`config.mk`:
```
export PLATFORM = sky130hd
export DESIGN_NAME = song_sequencer
export DESIGN_NICKNAME = d
export VERILOG_FILES = /design/src/rtl/song_sequencer.sv
export SDC_FILE = /design/constraint.sdc
export NUM_CORES = 1
export LEC_CHECK = 0
export BUFFER_PORTS_ARGS = -buffer_cell sky130_fd_sc_hd__buf_4
export CELL_PAD_IN_SITES_DETAIL_PLACEMENT = 0
export CELL_PAD_IN_SITES_GLOBAL_PLACEMENT = 1
export CORE_MARGIN = 2
export CORE_UTILIZATION = 40
export DETAILED_ROUTE_END_ITERATION = 12
export MAX_ROUTING_LAYER = met4
export PLACE_DENSITY_LB_ADDON = 0.2
export SLEW_MARGIN = 10
export SYNTH_ARGS = -nofsm -noshare
export SYNTH_HDL_FRONTEND = slang
export SYNTH_SLANG_ARGS = --single-unit
export TNS_END_PERCENT = 5
```
`constraint.sdc`:
```
create_clock -name clk -period 2.15 [get_ports clk]
set_input_delay 0.3225 -clock clk [delete_from_list [all_inputs] [get_ports clk]]
set_output_delay 0.3225 -clock clk [all_outputs]
set_load 0.01 [all_outputs]
```
`src/rtl/song_sequencer.sv`:
```
// Song sequencer: walks the note ROM one {end, note, duration} entry at a time and holds each note for its duration in beats.
// Latency: play to first note 3 cycles; 3-cycle gap (FETCH, LOAD, PLAY) between notes; stop acts on the next edge.
// Backpressure: none; beats arriving in FETCH/LOAD or while paused are dropped, and play is ignored while busy.
module song_sequencer #(
  parameter int ADDR_WIDTH = 7,
  parameter int NOTE_WIDTH = 6,
  parameter int DUR_WIDTH  = 6
) (
  input  logic                            clk,
  input  logic                            reset,
  input  logic                            play,
  input  logic                            stop,
  input  logic                            pause,
  input  logic                            beat,
  output logic [ADDR_WIDTH-1:0]           rom_addr,
  input  logic [NOTE_WIDTH+DUR_WIDTH:0]   rom_data,
  output logic                            beat_en,
  output logic                            beat_clr,
  output logic [NOTE_WIDTH-1:0]           note_out,
  output logic                            note_strobe,
  output logic                            busy,
  output logic                            song_done
);

  localparam int ROM_W = 1 + NOTE_WIDTH + DUR_WIDTH;

  typedef enum logic [2:0] {
    S_IDLE  = 3'd0,
    S_FETCH = 3'd1,
    S_LOAD  = 3'd2,
    S_PLAY  = 3'd3,
    S_DONE  = 3'd4
  } state_e;

  state_e                  state_q, state_d;
  logic [ADDR_WIDTH-1:0]   rom_addr_q, rom_addr_d;
  logic [NOTE_WIDTH-1:0]   note_q, note_d;
  logic [DUR_WIDTH-1:0]    remaining_q, remaining_d;
  logic                    strobe_q, strobe_d;
  logic                    done_q, done_d;
  logic                    clr_q, clr_d;
  logic                    busy_q, busy_d;

  // ROM entry fields; a zero duration is promoted to one beat so remaining never underflows.
  logic                    rom_end;
  logic [NOTE_WIDTH-1:0]   rom_note;
  logic [DUR_WIDTH-1:0]    rom_dur;
  logic [DUR_WIDTH-1:0]    rom_dur_min1;

  assign rom_end      = rom_data[ROM_W-1];
  assign rom_note     = rom_data[DUR_WIDTH +: NOTE_WIDTH];
  assign rom_dur      = rom_data[DUR_WIDTH-1:0];
  assign rom_dur_min1 = (rom_dur == '0) ? DUR_WIDTH'(1) : rom_dur;

  // Next-state and registered-output logic; stop overrides every other event.
  always_comb begin
    state_d     = state_q;
    rom_addr_d  = rom_addr_q;
    note_d      = note_q;
    remaining_d = remaining_q;
    strobe_d    = 1'b0;
    done_d      = 1'b0;
    clr_d       = 1'b0;

    if (stop) begin
      state_d    = S_IDLE;
      rom_addr_d = '0;
      note_d     = '0;
    end else begin
      unique case (state_q)
        S_IDLE, S_DONE: begin
          if (play) begin
            state_d    = S_FETCH;
            rom_addr_d = '0;
            note_d     = '0;
            clr_d      = 1'b1;
          end
        end
        S_FETCH: begin
          state_d = S_LOAD;
        end
        S_LOAD: begin
          if (rom_end) begin
            state_d = S_DONE;
            done_d  = 1'b1;
            note_d  = '0;
          end else begin
            state_d     = S_PLAY;
            note_d      = rom_note;
            remaining_d = rom_dur_min1;
            strobe_d    = 1'b1;
          end
        end
        S_PLAY: begin
          if (beat && !pause) begin
            if (remaining_q > DUR_WIDTH'(1)) begin
              remaining_d = remaining_q - DUR_WIDTH'(1);
            end else begin
              note_d = '0;
              // The song never wraps: the last address finishes it.
              if (&rom_addr_q) begin
                state_d = S_DONE;
                done_d  = 1'b1;
              end else begin
                state_d    = S_FETCH;
                rom_addr_d = rom_addr_q + ADDR_WIDTH'(1);
              end
            end
          end
        end
        default: begin
          state_d    = S_IDLE;
          rom_addr_d = '0;
          note_d     = '0;
        end
      endcase
    end

    busy_d = (state_d == S_FETCH) || (state_d == S_LOAD) || (state_d == S_PLAY);
  end

  // State and output registers; reset clears everything without waiting for a clock.
  always_ff @(posedge clk or negedge reset) begin
    if (!reset) begin
      state_q     <= S_IDLE;
      rom_addr_q  <= '0;
      note_q      <= '0;
      remaining_q <= '0;
      strobe_q    <= 1'b0;
      done_q      <= 1'b0;
      clr_q       <= 1'b0;
      busy_q      <= 1'b0;
    end else begin
      state_q     <= state_d;
      rom_addr_q  <= rom_addr_d;
      note_q      <= note_d;
      remaining_q <= remaining_d;
      strobe_q    <= strobe_d;
      done_q      <= done_d;
      clr_q       <= clr_d;
      busy_q      <= busy_d;
    end
  end

  // The beat counter enable is the only combinational output.
  always_comb begin
    beat_en = (state_q == S_PLAY) && !pause;
  end

  assign rom_addr    = rom_addr_q;
  assign note_out    = note_q;
  assign note_strobe = strobe_q;
  assign song_done   = done_q;
  assign beat_clr    = clr_q;
  assign busy        = busy_q;

endmodule
```
==> impl_metrics.json, run 1 <==
{
  "cts_made_buffers": 3,
  "clk_pin_slew_ns": 0.09,
  "syn_area_per_cell_um2": 9.80,
  "crit_chain": "inv_1 -> ha_1 -> or2_1 -> a211oi_4 -> nor2_4 -> mux2_4",
  "critical_path_class": "flop to flop",
  "hold_viol": 0,
  "grt_max_degree": 27,
  "wl_per_cell_um": 15.7,
  "antenna_cells": 0,
  "skew_ns": 0.00139,
  "cpMaxStageDelayCell": "a211oi_4",
  "min_path_type": "primary input to flop",
  "mostFrequentLayoutCells": "45 x buf_4, 26 x dfrtp_1, 11 x nor2_1",
  "crit_buf_inv": 1,
  "tns_ns": 0,
  "setup_viol": 0,
  "synth_ff_type": "dfrtp_1",
  "synth_edf_count": 0,
  "syn_inst": 156,
  "ys_seq_elements": 26,
  "clock_latency_ns": 0.28,
  "drt_pass1_iterations": 4,
  "fmax_mhz": 512,
  "grt_pass1_vias": 1387,
  "async_reset_ff_share_pct": 100,
  "yosysSeqAreaShare_pct": 42.6,
  "drtIter0Drc": 117,
  "yosys_warnings": 0,
  "route.detailed.drc": 0,
  "pre_cts_ws_ns": 0.210,
  "core_mm2": 0.00366,
  "ios": 37,
  "die_w_um": 65.8,
  "drive_gt1_share_pct": 30.3,
  "cpPeakStageDelay_ns": 0.40,
  "clock-sinks": 26,
  "rows": 22,
  "nNetsFinal": 221,
  "grt_setup_unrepaired": "no",
  "dp_hpwl_um": 2910,
  "area_delta_synth_final_pct": 29.2,
  "path_delay_family": "simple AND/OR/NAND/NOR gates",
  "clockBufferDepth": 2,
  "die_y_um": 65.8,
  "relSlewSlack_pct": 66.8,
  "routed_via_density": 5.76,
  "worstPathRequired_ns": 2.32,
  "fin_crit_ns": 1.95,
  "root_buffer": "clkbuf_8",
  "drv_slew": 0,
  "vias": 1416,
  "power_density_mw_per_mm2": 715,
  "antenna_found_initial": 0,
  "period_share_pct": 90.8,
  "synth_area_leaders": "dfrtp_1 43%, a22o_1 3.4%, o2bb2ai_1 2.9%, nor2_1 2.7%, ha_1 2.5%",
  "syn_area_mm2": 0.00153,
  "syn-num-nets": 178,
  "cts_tree": "done",
  "grt_pass1_wl_um": 6600,
  "grt.total_usage_pct": 20.3,
  "place_congestion": 0.889,
  "ir_drop_v": 0.000376,
  "portBuffers": 36,
  "grt_overflow": 0,
  "cp.arrival_ns": 2.12,
  "fin_ws_ns": 0.197,
  "maxCapViolCount": 0,
  "final_common_cell": "buf_4",
  "yosysTopAreaCellShare_pct": 42.6,
  "status": "complete, no violations",
  "yosysTopAreaCell": "dfrtp_1",
  "synth_cell_type_count": 50,
  "htreeDepth": 1,
  "die-area_mm2": 0.00433,
  "p_leak_nw": 0.905,
  "initial_core_util_pct": 41.8,
  "ant_nets": 0,
  "drt_wl_total_um": 3870,
  "cp-end-kind": "flop",
  "worstPathMaxFanout": 7,
  "worst_pin_slew_ns": 0.493,
  "power_mw": 1.41,
  "cp-start-kind": "flop"
}
-- worst paths after layout --
kind                                       startpoint                         end  slack, ns  cells past startpoint
setup / recovery           remaining_q[0]$_DFFE_PN0P_  remaining_q[1]$_DFFE_PN0P_       0.20                      6
hold / removal                            rom_data[6]     note_out[0]$_DFFE_PN0P_       0.26                      2
setup reg to reg           remaining_q[0]$_DFFE_PN0P_  remaining_q[1]$_DFFE_PN0P_       0.20                      6
hold reg to reg               note_out[2]$_DFFE_PN0P_     note_out[2]$_DFFE_PN0P_       0.51                      1
max in group asynchronous                       reset              busy$_DFF_PN0_       1.41                      2
min in group asynchronous                       reset     rom_addr[2]$_DFFE_PN0P_       0.48                      2
-- state kept, by name (all words and copies together) (netlist names) --
name,flops
beat_clr,1
busy,1
note_out,6
note_strobe,1
remaining_q,6
rom_addr,7
song_done,1
state_q,3
-- metrics by stage --
step | utilization, % | instance area [µm²] | hold WS (ns) | cells
final | 54.0 | 1980 | 0.263 | 246
after global routing | 54.0 | 1980 | 0.255 | 246
after CTS | 53.7 | 1960 | 0.266 | 246
after detailed placement | 51.4 | 1880 | 0.257 | 241
after global placement | 51.4 | 1880 | 0.250 | 241
after floorplan | - | 1530 | 0.0269 | 156
-- timing repair --
action	4_1_cts	5_1_grt
endpoints found under the hold margin	26	0
setup endpoints to repair	0	1
setup buffers	0	0
hold buffers	1	0
gates resized for setup	0	2
-- cells by family after synthesis --
kind of cell | synth area share [%]
fa+ha+maj | 2.46
simple gates | 24.2
compound gates | 24.8
flops | 42.6
buf+inv | 4.34
mux | 1.64
-- synthesized netlist by cell type, types with 2 or more instances --
cell type	number
and3_1	4
nor2b_1	3
nand3_1	7
a21oi_1	6
nand2_1	5
o211ai_1	5
inv_1	6
clkbuf_1	4
nand3b_1	2
a41oi_1	2
nand2b_1	4
nand4_1	3
o2bb2ai_1	5
or3_1	3
o21ai_0	4
dfrtp_1	26
a211oi_1	2
a31oi_1	5
ha_1	3
nor4b_1	2
o22ai_1	4
a22o_1	6
nor3_1	6
buf_2	2
nor2_1	11
a22oi_1	2
-- power by group --
group,leakage (nW),total [mW],switching (mW),internal (mW)
sequential,0.351,0.605,0.0631,0.541
combinational,0.518,0.392,0.214,0.178
clock,0.0357,0.416,0.166,0.249
total,0.905,1.41,0.444,0.968
-- layout make-up --
type                    count  area (µm²)
well taps                  48        60.1
repair buffers             46         348
fillers                   338        1690
multi-input cells         116         823
clock buffers               3        41.3
inverters                   6        22.5
clock inverters             1        30.0
flip-flops and latches     26         651
-- layer usage --
metal / up-vias / GRT usage [%] / wire [µm]
met5: - / - / 0
met2: 50 / 32.8 / 1940
met1: 675 / 25.9 / 1730
met4: 0 / 8.07 / 42
li1: 683 / - / -
met3: 8 / 2.39 / 153
Power figures use the tool's default switching activity.
==> run 2, diff against run 1 <==
--- a/config.mk
+++ b/config.mk
@@ -5,13 +5,13 @@
 export SDC_FILE = /design/constraint.sdc
 export NUM_CORES = 1
 export LEC_CHECK = 0
+export ABC_AREA = 1
 export BUFFER_PORTS_ARGS = -buffer_cell sky130_fd_sc_hd__buf_4
 export CELL_PAD_IN_SITES_DETAIL_PLACEMENT = 0
 export CELL_PAD_IN_SITES_GLOBAL_PLACEMENT = 1
 export CORE_MARGIN = 2
-export CORE_UTILIZATION = 40
+export CORE_UTILIZATION = 38
 export DETAILED_ROUTE_END_ITERATION = 12
-export MAX_ROUTING_LAYER = met4
 export PLACE_DENSITY_LB_ADDON = 0.2
 export SLEW_MARGIN = 10
 export SYNTH_ARGS = -nofsm -noshare
==> run 2 against run 1 <==
  * Sequential cell count unchanged
  * Sequential power up 3.3%
  * Routed wire length down 2.6%
  * Power up 8.9%
  * Core utilization down 4.2 points
  * Global-route usage down 3.2 points
  * First-iteration DRC count down 17%
  * Cell area up 2.9%
  * Largest cell class unchanged
==> impl_metrics.json, run 2 <==
{
  "status": "complete, no violations",
  "route.detailed.drc": 0,
  "synth_area_leaders": "dfrtp_1 40%, nand2_1 15%, nand3_1 7.0%, nor2_1 4.8%, inv_1 4.6%",
  "whs_endpoint": "note_out[4]$_DFFE_PN0P_",
  "skew_ns": 0.00439,
  "grt_pass1_wl_um": 6680,
  "worstPathRequired_ns": 2.33,
  "relSlewSlack_pct": 77.8,
  "portBuffers": 36,
  "clk_pin_slew_ns": 0.09,
  "grt_setup_unrepaired": "no",
  "drt_pass1_iterations": 4,
  "yosys_warnings": 0,
  "min_path_type": "primary input to flop",
  "fmax_mhz": 597,
  "antenna_cells": 0,
  "tns_ns": 0,
  "ios": 37,
  "post_cts_buffers": 0,
  "die_w_um": 69.8,
  "drv_slew": 0,
  "nNetsFinal": 282,
  "reg2reg_slack_ns": 0.47,
  "die_y_um": 69.8,
  "antenna_found_initial": 0,
  "rr_startpoint": "remaining_q[0]$_DFFE_PN0P_",
  "grt.total_usage_pct": 17.1,
  "clock_latency_ns": 0.28,
  "async_reset_ff_share_pct": 100,
  "ys_seq_elements": 26,
  "grt_overflow": 0,
  "cp.arrival_ns": 1.85,
  "rows": 23,
  "power.internal_uw": 999,
  "pre_cts_ws_ns": 0.475,
  "seqPwrFrac_pct": 40.7,
  "yosysTopAreaCellShare_pct": 39.5,
  "grt_max_degree": 27,
  "clock-sinks": 26,
  "combPwrFrac_pct": 32.5,
  "largest_reg_flops": 7,
  "final_cells": 309,
  "period_share_pct": 77.9,
  "core_mm2": 0.00409,
  "syn-num-nets": 243,
  "power_density_mw_per_mm2": 757,
  "final_common_cell": "nand2_1",
  "initial_core_util_pct": 40.3,
  "synth_ff_type": "dfrtp_1",
  "maxCapViolCount": 0,
  "cts_resized": 0,
  "synth_edf_count": 0,
  "htreeDepth": 1,
  "yosysTopAreaCell": "dfrtp_1",
  "final_util_pct": 49.7,
  "fin_crit_ns": 1.68,
  "netSwitchingPower_uw": 538,
  "setup_viol": 0,
  "ir_drop_v": 0.000448,
  "cp-end-kind": "flop",
  "routed_via_density": 4.83,
  "p_clk_share_pct": 26.9,
  "cts_made_buffers": 3,
  "vias": 1494,
  "drt_wl_total_um": 3770,
  "syn_area_per_cell_um2": 7.44,
  "holdWs_ns": 0.234,
  "hp-start": "rom_data[10]",
  "fin_ws_ns": 0.475,
  "cts_tree": "done",
  "r2r_cells": 10,
  "rr_endpoint": "remaining_q[3]$_DFFE_PN0P_",
  "switching_share_pct": 35.0,
  "dp_hpwl_um": 2720,
  "die-area_mm2": 0.00487,
  "hold_viol": 0,
  "syn_inst": 221,
  "root_buffer": "clkbuf_8",
  "worst_pin_slew_ns": 0.333,
  "p_leak_nw": 1.10,
  "mostFrequentLayoutCells": "67 x nand2_1, 38 x buf_4, 26 x dfrtp_1",
  "syn_area_mm2": 0.00165,
  "drtIter0Drc": 97,
  "place_congestion": 0.823,
  "cp-start-kind": "flop",
  "yosysSeqAreaShare_pct": 39.5,
  "hold_buffers": 1,
  "holdPathStages": 3,
  "synth_most_common_cell": "nand2_1",
  "ant_nets": 0,
  "critical_path_class": "flop to flop",
  "clockBufferDepth": 2,
  "synthTopCellsByCount": "67 x nand2_1, 26 x dfrtp_1, 23 x nand3_1, 21 x nor2_1, 20 x inv_1",
  "worstPathMaxFanout": 12,
  "grt_pass1_vias": 1436,
  "area_delta_synth_final_pct": 23.5,
  "synth_cell_type_count": 30,
  "wl_per_cell_um": 12.2,
  "drive_gt1_share_pct": 29.3,
  "placedCellCount": 304
}
-- run 2: changes by cell type in the layout (fill, tap and decap cells not counted), sizes merged, moves of 6 or more --
cell / change
nand2: +67
inv: +21
nand3: +21
nor2: +16
buf: -7
a22o: -6
o21ai: +6
-- run 2: worst max path at each step --
stage	from	endpoint	slack [ns]
2_1_floorplan	remaining_q[0]$_DFFE_PN0P_	remaining_q[1]$_DFFE_PN0P_	0.65
3_3_place_gp	remaining_q[0]$_DFFE_PN0P_	remaining_q[5]$_DFFE_PN0P_	0.53
3_5_place_dp	remaining_q[0]$_DFFE_PN0P_	remaining_q[3]$_DFFE_PN0P_	0.47
4_1_cts	remaining_q[0]$_DFFE_PN0P_	remaining_q[3]$_DFFE_PN0P_	0.47
5_1_grt	remaining_q[1]$_DFFE_PN0P_	remaining_q[3]$_DFFE_PN0P_	0.30
6_report	remaining_q[0]$_DFFE_PN0P_	remaining_q[3]$_DFFE_PN0P_	0.47
-- run 2: layout make-up --
cell class                 instances  area [µm²]
timing repair buffer              39         295
tap                               50        62.6
clock inverter                     1        30.0
clock buffer                       3        41.3
fill                             424        2050
inverter                          27         101
multi-input combinational        163         851
sequential                        26         651
-- run 2: kinds of logic after synthesis --
group	synth area share (%)
AOI/OAI and AO/OA	8.82
xor gates and xnor gates	0.532
adders and majority gates	2.28
buffers and inverters	8.74
and+or+nand+nor	40.1
DFF	39.5
-- run 2: metal layers --
| metal | share of wire (%) | vias up | GRT usage [%] | wire [µm] |
|---|---|---|---|---|
| met5 | 0 | - | 0 | 0 |
| met4 | 1.8 | 0 | 6.41 | 66 |
| met3 | 3.1 | 4 | 2.18 | 117 |
| met2 | 45 | 24 | 27.8 | 1690 |
| met1 | 50 | 687 | 23.0 | 1890 |
| li1 | - | 779 | - | - |
-- run 2: power groups by stage --
stage          sequential [mW]  combinational (mW)  clock [mW]
2_1_floorplan            0.624               0.369           0
3_3_place_gp             0.636               0.506           0
3_5_place_dp             0.637               0.503           0
4_1_cts                  0.626               0.508       0.425
5_1_grt                  0.635               0.584       0.451
6_report                 0.625               0.499       0.413
-- run 2: stage by stage --
| step | power, mW | area (µm²) |
|---|---|---|
| 2_1_floorplan | 0.993 | 1650 |
| 3_5_place_dp | 1.14 | 1950 |
| 4_1_cts | 1.56 | 2030 |
| 6_report | 1.54 | 2030 |
| 5_1_grt | 1.67 | 2030 |
| 3_3_place_gp | 1.14 | 1950 |
-- run 2: critical path, cell delays in order, from the launching register on --
cell and delay, ns:
dfrtp_1 0.42, inv_1 0.12, ha_1 0.23, inv_2 0.05, nand2_1 0.09, nand3_1 0.11, o21ai_1 0.16, nor2_2 0.05
buf_4 0.19, nand2_1 0.10, o21ai_2 0.05
